File: config.mk
export PLATFORM = sky130hd
export DESIGN_NAME = sorted_ram_writer
export DESIGN_NICKNAME = d
export VERILOG_FILES = /design/src/rtl/sorted_ram_writer.sv
export SDC_FILE = /design/constraint.sdc
export NUM_CORES = 1
export LEC_CHECK = 0
export CORE_MARGIN = 1
export CORE_UTILIZATION = 45
export CTS_CLUSTER_SIZE = 24
export DETAILED_ROUTE_END_ITERATION = 12
export GPL_TIMING_DRIVEN = 0
export PLACE_DENSITY_LB_ADDON = 0.1
export SYNTH_ARGS = -nofsm -noshare
export SYNTH_HDL_FRONTEND = slang
export SYNTH_SLANG_ARGS = --single-unit
File: constraint.sdc
create_clock -name clk -period 2.51 [get_ports clk]
set_clock_uncertainty 0.15 [all_clocks]
set_input_delay 0.502 -clock clk [delete_from_list [all_inputs] [get_ports clk]]
set_output_delay 0.502 -clock clk [all_outputs]
set_load 0.02 [all_outputs]
File: src/rtl/sorted_ram_writer.sv
// Insertion-sort loader for the single-port table RAM read by the binary searcher.
// Shifts larger entries up one address, then writes the new value into the gap.
module sorted_ram_writer #(
  parameter int DATA_W = 8,
  parameter int ADDR_W = 5,
  parameter int DEPTH  = 32
) (
  input  logic              clk,
  input  logic              reset_n,
  input  logic              start,
  input  logic              clear,
  input  logic [DATA_W-1:0] data_in,
  input  logic [DATA_W-1:0] ram_rdata,
  output logic [ADDR_W-1:0] ram_addr,
  output logic [DATA_W-1:0] ram_wdata,
  output logic              ram_we,
  output logic [ADDR_W:0]   count,
  output logic              busy,
  output logic              done,
  output logic              full,
  output logic              dropped
);

  typedef enum logic [2:0] {
    S_IDLE,
    S_RD,
    S_CMP,
    S_PLACE,
    S_DONE
  } state_t;

  localparam logic [ADDR_W:0] DEPTH_C = (ADDR_W+1)'(DEPTH);

  state_t              state_reg, state_next;
  logic [DATA_W-1:0]   v_reg, v_next;
  logic [ADDR_W-1:0]   i_reg, i_next;
  logic [ADDR_W-1:0]   pos_reg, pos_next;
  logic [ADDR_W:0]     count_reg, count_next;
  logic                dropped_reg, dropped_next;

  logic [ADDR_W:0]     count_m1;
  logic [ADDR_W-1:0]   i_inc;
  logic                full_int;
  logic                shift_up;

  assign count_m1 = count_reg - 1'b1;
  assign i_inc    = i_reg + 1'b1;
  assign full_int = (count_reg == DEPTH_C);
  assign shift_up = (ram_rdata > v_reg);

  always_ff @(posedge clk or negedge reset_n) begin
    if (!reset_n) begin
      state_reg   <= S_IDLE;
      v_reg       <= '0;
      i_reg       <= '0;
      pos_reg     <= '0;
      count_reg   <= '0;
      dropped_reg <= 1'b0;
    end else begin
      state_reg   <= state_next;
      v_reg       <= v_next;
      i_reg       <= i_next;
      pos_reg     <= pos_next;
      count_reg   <= count_next;
      dropped_reg <= dropped_next;
    end
  end

  always_comb begin
    state_next   = state_reg;
    v_next       = v_reg;
    i_next       = i_reg;
    pos_next     = pos_reg;
    count_next   = count_reg;
    dropped_next = 1'b0;
    ram_addr     = '0;
    ram_wdata    = '0;
    ram_we       = 1'b0;

    case (state_reg)
      S_IDLE: begin
        if (clear) begin
          count_next = '0;
        end else if (start && full_int) begin
          dropped_next = 1'b1;
        end else if (start && (count_reg == '0)) begin
          v_next     = data_in;
          pos_next   = '0;
          state_next = S_PLACE;
        end else if (start) begin
          v_next     = data_in;
          i_next     = count_m1[ADDR_W-1:0];
          state_next = S_RD;
        end
      end
      S_RD: begin
        ram_addr   = i_reg;
        state_next = S_CMP;
      end
      S_CMP: begin
        // Strictly-greater test keeps equal values in arrival order.
        if (shift_up) begin
          ram_addr  = i_inc;
          ram_wdata = ram_rdata;
          ram_we    = 1'b1;
          if (i_reg == '0) begin
            pos_next   = '0;
            state_next = S_PLACE;
          end else begin
            i_next     = i_reg - 1'b1;
            state_next = S_RD;
          end
        end else begin
          pos_next   = i_inc;
          state_next = S_PLACE;
        end
      end
      S_PLACE: begin
        ram_addr   = pos_reg;
        ram_wdata  = v_reg;
        ram_we     = 1'b1;
        count_next = count_reg + 1'b1;
        state_next = S_DONE;
      end
      S_DONE: begin
        state_next = S_IDLE;
      end
      default: begin
        state_next = S_IDLE;
      end
    endcase
  end

  assign count   = count_reg;
  assign busy    = (state_reg != S_IDLE);
  assign done    = (state_reg == S_DONE);
  assign full    = full_int;
  assign dropped = dropped_reg;

endmodule

Word-level counts from Yosys, hierarchy flattened. Cells that the tools add are included.

Add/sub/neg operators: 4. Multiply operators: 0. Divide/modulo/power cells: 0. Magnitude comparators: 1. Eq/ne operators: 15. Shift-type cells: 0. Multiplexer cells: 33. Bitwise gates (word level): 2. Reduce and logical (&&, ||, !) cells: 14.

Operators with widths (count): $mux W5 (12); $mux W8 (3); $pmux W5 S2 (2); $ne A2 B2 Y1 const B (8); $pmux W8 S2 (1); $mux W3 (5); $pmux W5 S3 (1); $pmux W3 S4 (1); $pmux W6 S2 (1); $sub A5 B1 Y5 const B (2); $gt A8 B8 Y1 (1); $reduce_and A7 Y1 (1); $add A6 B1 Y6 const B (1); $eq A3 B2 Y1 const B (2); $eq A6 B6 Y1 const B (1); $logic_not A6 Y1 (1); $mux W6 (1); $ne A3 B3 Y1 const B (2); $reduce_bool A2 Y1 (3); $add A5 B1 Y5 const B (1); $logic_not A5 Y1 (1); $reduce_and A5 Y1 (1); $mux W1 (4); $reduce_and A4 Y1 (1); 10 further kinds (12).

Register bits after elaboration: 28. Bits in latches: 0. Bits in writable memories: 0. ROM bits: 0. Input bits: 20. Word-level logic and storage cells: 75. Memories kept: 0.

Depth between registers and ports, before layout.
Depth in word-level cells: 6. Depth in mapped cells: 9.

Worst setup path before layout. Ideal clock, no wire load.

Path type: input -> output. Start point: input ram_rdata[7]. End point: output ram_wdata[2]. Arrival time: 2214 ps. Required time: 1858 ps. Path slack: -356 ps. Stages: 8. Path buffers: 1. Path through: ha_1 nand2_1 nor2_1 a21boi_0 o21a_1 clkbuf_1 nand3_1 a21oi_1.

Cells in the longest elaborated chain, start to end: 3.

Ends and longest elaborated chain: start: declaration (RTL line 13) `input logic [DATA_W-1:0] ram_rdata,`; $gt A8 B8 Y1 (RTL line 49) `assign shift_up = (ram_rdata > v_reg);`; $mux W8 (RTL line 102) `if (shift_up) begin`; $pmux W8 S2 (RTL line 80) `case (state_reg)`; end: declaration (RTL line 15) `output logic [DATA_W-1:0] ram_wdata,`.

No other way between the ends.

Worst setup path in the final report.
Start point: register v_reg[1]. End point: output ram_wdata[4].

Cells in the longest elaborated chain, start to end: 3.

Ends and longest elaborated chain: start: declaration (RTL line 35) `logic [DATA_W-1:0] v_reg, v_next;`; start signal: assignment (RTL line 61) `v_reg <= v_next;`; $gt A8 B8 Y1 (RTL line 49); $mux W8 (RTL line 102); $pmux W8 S2 (RTL line 80).

No other way between the ends.

==> metrics <==
core area=4030 µm²; Fmax=338 MHz; #FFs+latches synth=28; Logic pwr share=72.5%; CTS Buf Count=3; switch share=46.9%; number of setup violations in the final report=16; Flop pwr share=20.0%; final-report hold violation count=0; Die Y=67.0 µm; design area=3010 µm²; Root Driver=clkbuf_8; WL final=6010 µm; Worst R2R Path Depth=8; Top FF cell, synth=dfrtp_1; leading area contributor after synthesis=dfrtp_1; Gate Count Post-Synth=228; hpwl dp=3520 µm; Final Worst Setup Slack=-0.453 ns; Worst Path Max Fanout=3; routability cong.=0.857; hold_buf cts=0; Clock Power Share=7.6%; area delta synth->final=58.2%; die width=67.0 µm; Post-synth ARST share=100%; H-tree depth=1; crit path time final=2.96 ns; final worst-path cycle share=118%; CTS tree=done; grt ovf=0; Hold Worst Slack=0.0833 ns; residual DRC count=0; Max VDD drop=676 µV; net switching power=1.83 mW; WL per Instance=17.2 µm; r2r setup slk=-0.18 ns; status=complete, but fails checks; worst-case clock buffer depth=2; clk sink count=28; number of diodes=0; final core occ=74.7%; most frequent cell after synthesis=nand2_1; data arrival time of the critical path=2.31 ns; Pint=2.07 mW; Max Slew Vio Count=0; antenna violations before repair=0; Total Neg Setup Slack=-5.88 ns; max-cap violations=0; IO Count=44; Worst-Skew Late Latency=0.28 ns; global-route wire length before repair=8870 µm; Worst-path clk slew=0.11 ns; worst path required time=1.86 ns; Post-synth EDFFs=0; fillers=293; failing checks=negative setup slack; largest net degree at the start of global routing=29; Power Density=1290 nW/µm²; post-route ant nets=0; Initial Utilization=47.2%; port buffer count=43; share of cells above drive strength 1=37.0%; Via-to-Cell Ratio=5.83; vias in the first global route=1881; Die ar.=4490 µm²; number of flip-flops in the largest register=8; Hold Path Class=in -> async; largest cells by area after synthesis=dfrtp_1, ha_1, o21ai_0; Post-Syn Area=1900 µm²; gr usage total=26.1%; Pre-Repair DR Iteration Count=4; Yosys warning total=0; Crit Path Class=reg -> out; Synth top area share=36.8%; Slew headroom=55.5%; placed instance area=2460 µm²; commonest cells in the netlist=nand2_1, dfrtp_1, o21ai_0, inv_1; drt initial violations=163; synth unique cells=49; sequential-to-total area share from yosys stat=36.8%; nets=334; CP Launch Type=flop; RSZ-0062 raised after global routing=true; FF-to-FF Start=state_reg[0]; Row Count=23; leakage power=1.30 nW; Vias=2041; Synth Net Count=261; reg-to-reg critical path endpoint=i_reg[4]; Syn Area/Cell=8.34 µm²; Critical Path End Type=output port; Worst-Margin Slew=0.668 ns
placed cells by master, fill, tap and decap left out, types with 3 or more instances in the layout:
| master | netlist | final |
|---|---|---|
| dfrtp_1 | 28 | 25 |
| o21ai_2 | 0 | 4 |
| clkbuf_8 | 0 | 4 |
| clkbuf_1 | 10 | 6 |
| nand2_1 | 29 | 26 |
| o21ai_0 | 23 | 14 |
| buf_6 | 1 | 13 |
| nor2_1 | 10 | 7 |
| nor3_1 | 5 | 4 |
| mux2i_1 | 4 | 3 |
| buf_8 | 0 | 3 |
| clkdlybuf4s15_2 | 0 | 4 |
| xnor2_1 | 3 | 3 |
| buf_4 | 0 | 20 |
| ha_4 | 0 | 6 |
| o211ai_1 | 6 | 6 |
| a22oi_1 | 3 | 3 |
| ha_1 | 13 | 5 |
| inv_2 | 0 | 3 |
| inv_1 | 19 | 15 |
| nand3_1 | 14 | 11 |
| buf_2 | 0 | 9 |
| a21oi_4 | 0 | 3 |
| dfrtp_2 | 0 | 3 |
| dlygate4sd2_1 | 0 | 5 |
| a21oi_2 | 0 | 4 |
| o21ai_1 | 3 | 8 |
| clkdlybuf4s50_1 | 0 | 17 |
| a21oi_1 | 14 | 7 |
cells by family (layout without fill, tap and decap cells):
family	count (synthesis)	in the layout	synth area share (%)
AOI/OAI and AO/OA	67	67	22.3
xor gates and xnor gates	5	5	2.30
adders and majority gates	13	13	8.55
buffers and inverters	31	103	6.51
DFF	28	28	36.8
muxes	5	5	2.70
and+or+nand+nor	79	79	20.8
power by group through the flow:
stage | Sequential, mW | Combinational [mW] | Clock [mW]
2_1_floorplan | 0.737 | 1.32 | 0
3_3_place_gp | 0.751 | 1.90 | 0
3_5_place_dp | 0.756 | 1.92 | 0
4_1_cts | 0.761 | 2.36 | 0.297
5_1_grt | 0.798 | 3.03 | 0.320
6_report | 0.777 | 2.82 | 0.296
stage by stage:
stage                     total power [mW]  setup slack [ns]  std cells
after global placement                2.65             -1.26        321
after CTS                             3.41            -0.408        339
final                                 3.89            -0.453        350
after detailed placement              2.68             -1.26        321
after floorplan                       2.06          -0.00494        228
after global routing                  4.15            -0.546        350
layout make-up:
cell class,count,area (µm²),share of cell area [%]
inverter,19,75.1,2.49
clock buffer,4,55.1,1.83
buffer,10,68.8,2.29
timing repair buffer,70,629,20.9
multi-input combinational,169,1410,47.0
sequential,28,704,23.4
tap,50,62.6,2.08
critical path, cell delays in order, from the launching register on:
cell and delay (ns):
dfrtp_1 0.38, inv_2 0.07, ha_4 0.20, nor2b_4 0.11, o211ai_1 0.31, a21boi_4 0.11
a32o_2 0.28, buf_4 0.15, buf_4 0.13, nand2_1 0.06, o21ai_0 0.06, buf_2 0.16
per-layer routing:
| metal | GRT usage [%] | wire (µm) | up-vias |
|---|---|---|---|
| li1 | - | - | 965 |
| met1 | 37.0 | 2670 | 973 |
| met2 | 40.3 | 2890 | 85 |
| met3 | 2.40 | 319 | 18 |
| met4 | 9.84 | 127 | 0 |
| met5 | 0 | 0 | - |
how the worst max path moves through the flow:
stage | start | to | slack (ns)
5_1_grt | v_reg[1] | ram_addr[1] | -0.55
3_3_place_gp | ram_rdata[1] | ram_wdata[7] | -1.26
6_report | v_reg[1] | ram_wdata[4] | -0.45
2_1_floorplan | ram_rdata[7] | ram_wdata[2] | -0.005
3_5_place_dp | ram_rdata[1] | ram_wdata[6] | -1.26
4_1_cts | v_reg[1] | ram_addr[1] | -0.41
what timing repair did:
item                                    4_1_cts  5_1_grt
pin swaps                                    23       14
resized for setup                           140       31
endpoints found under the setup margin       19       21
buffers inserted                             16       11
Note: power is estimated with default switching activity, not from simulation.
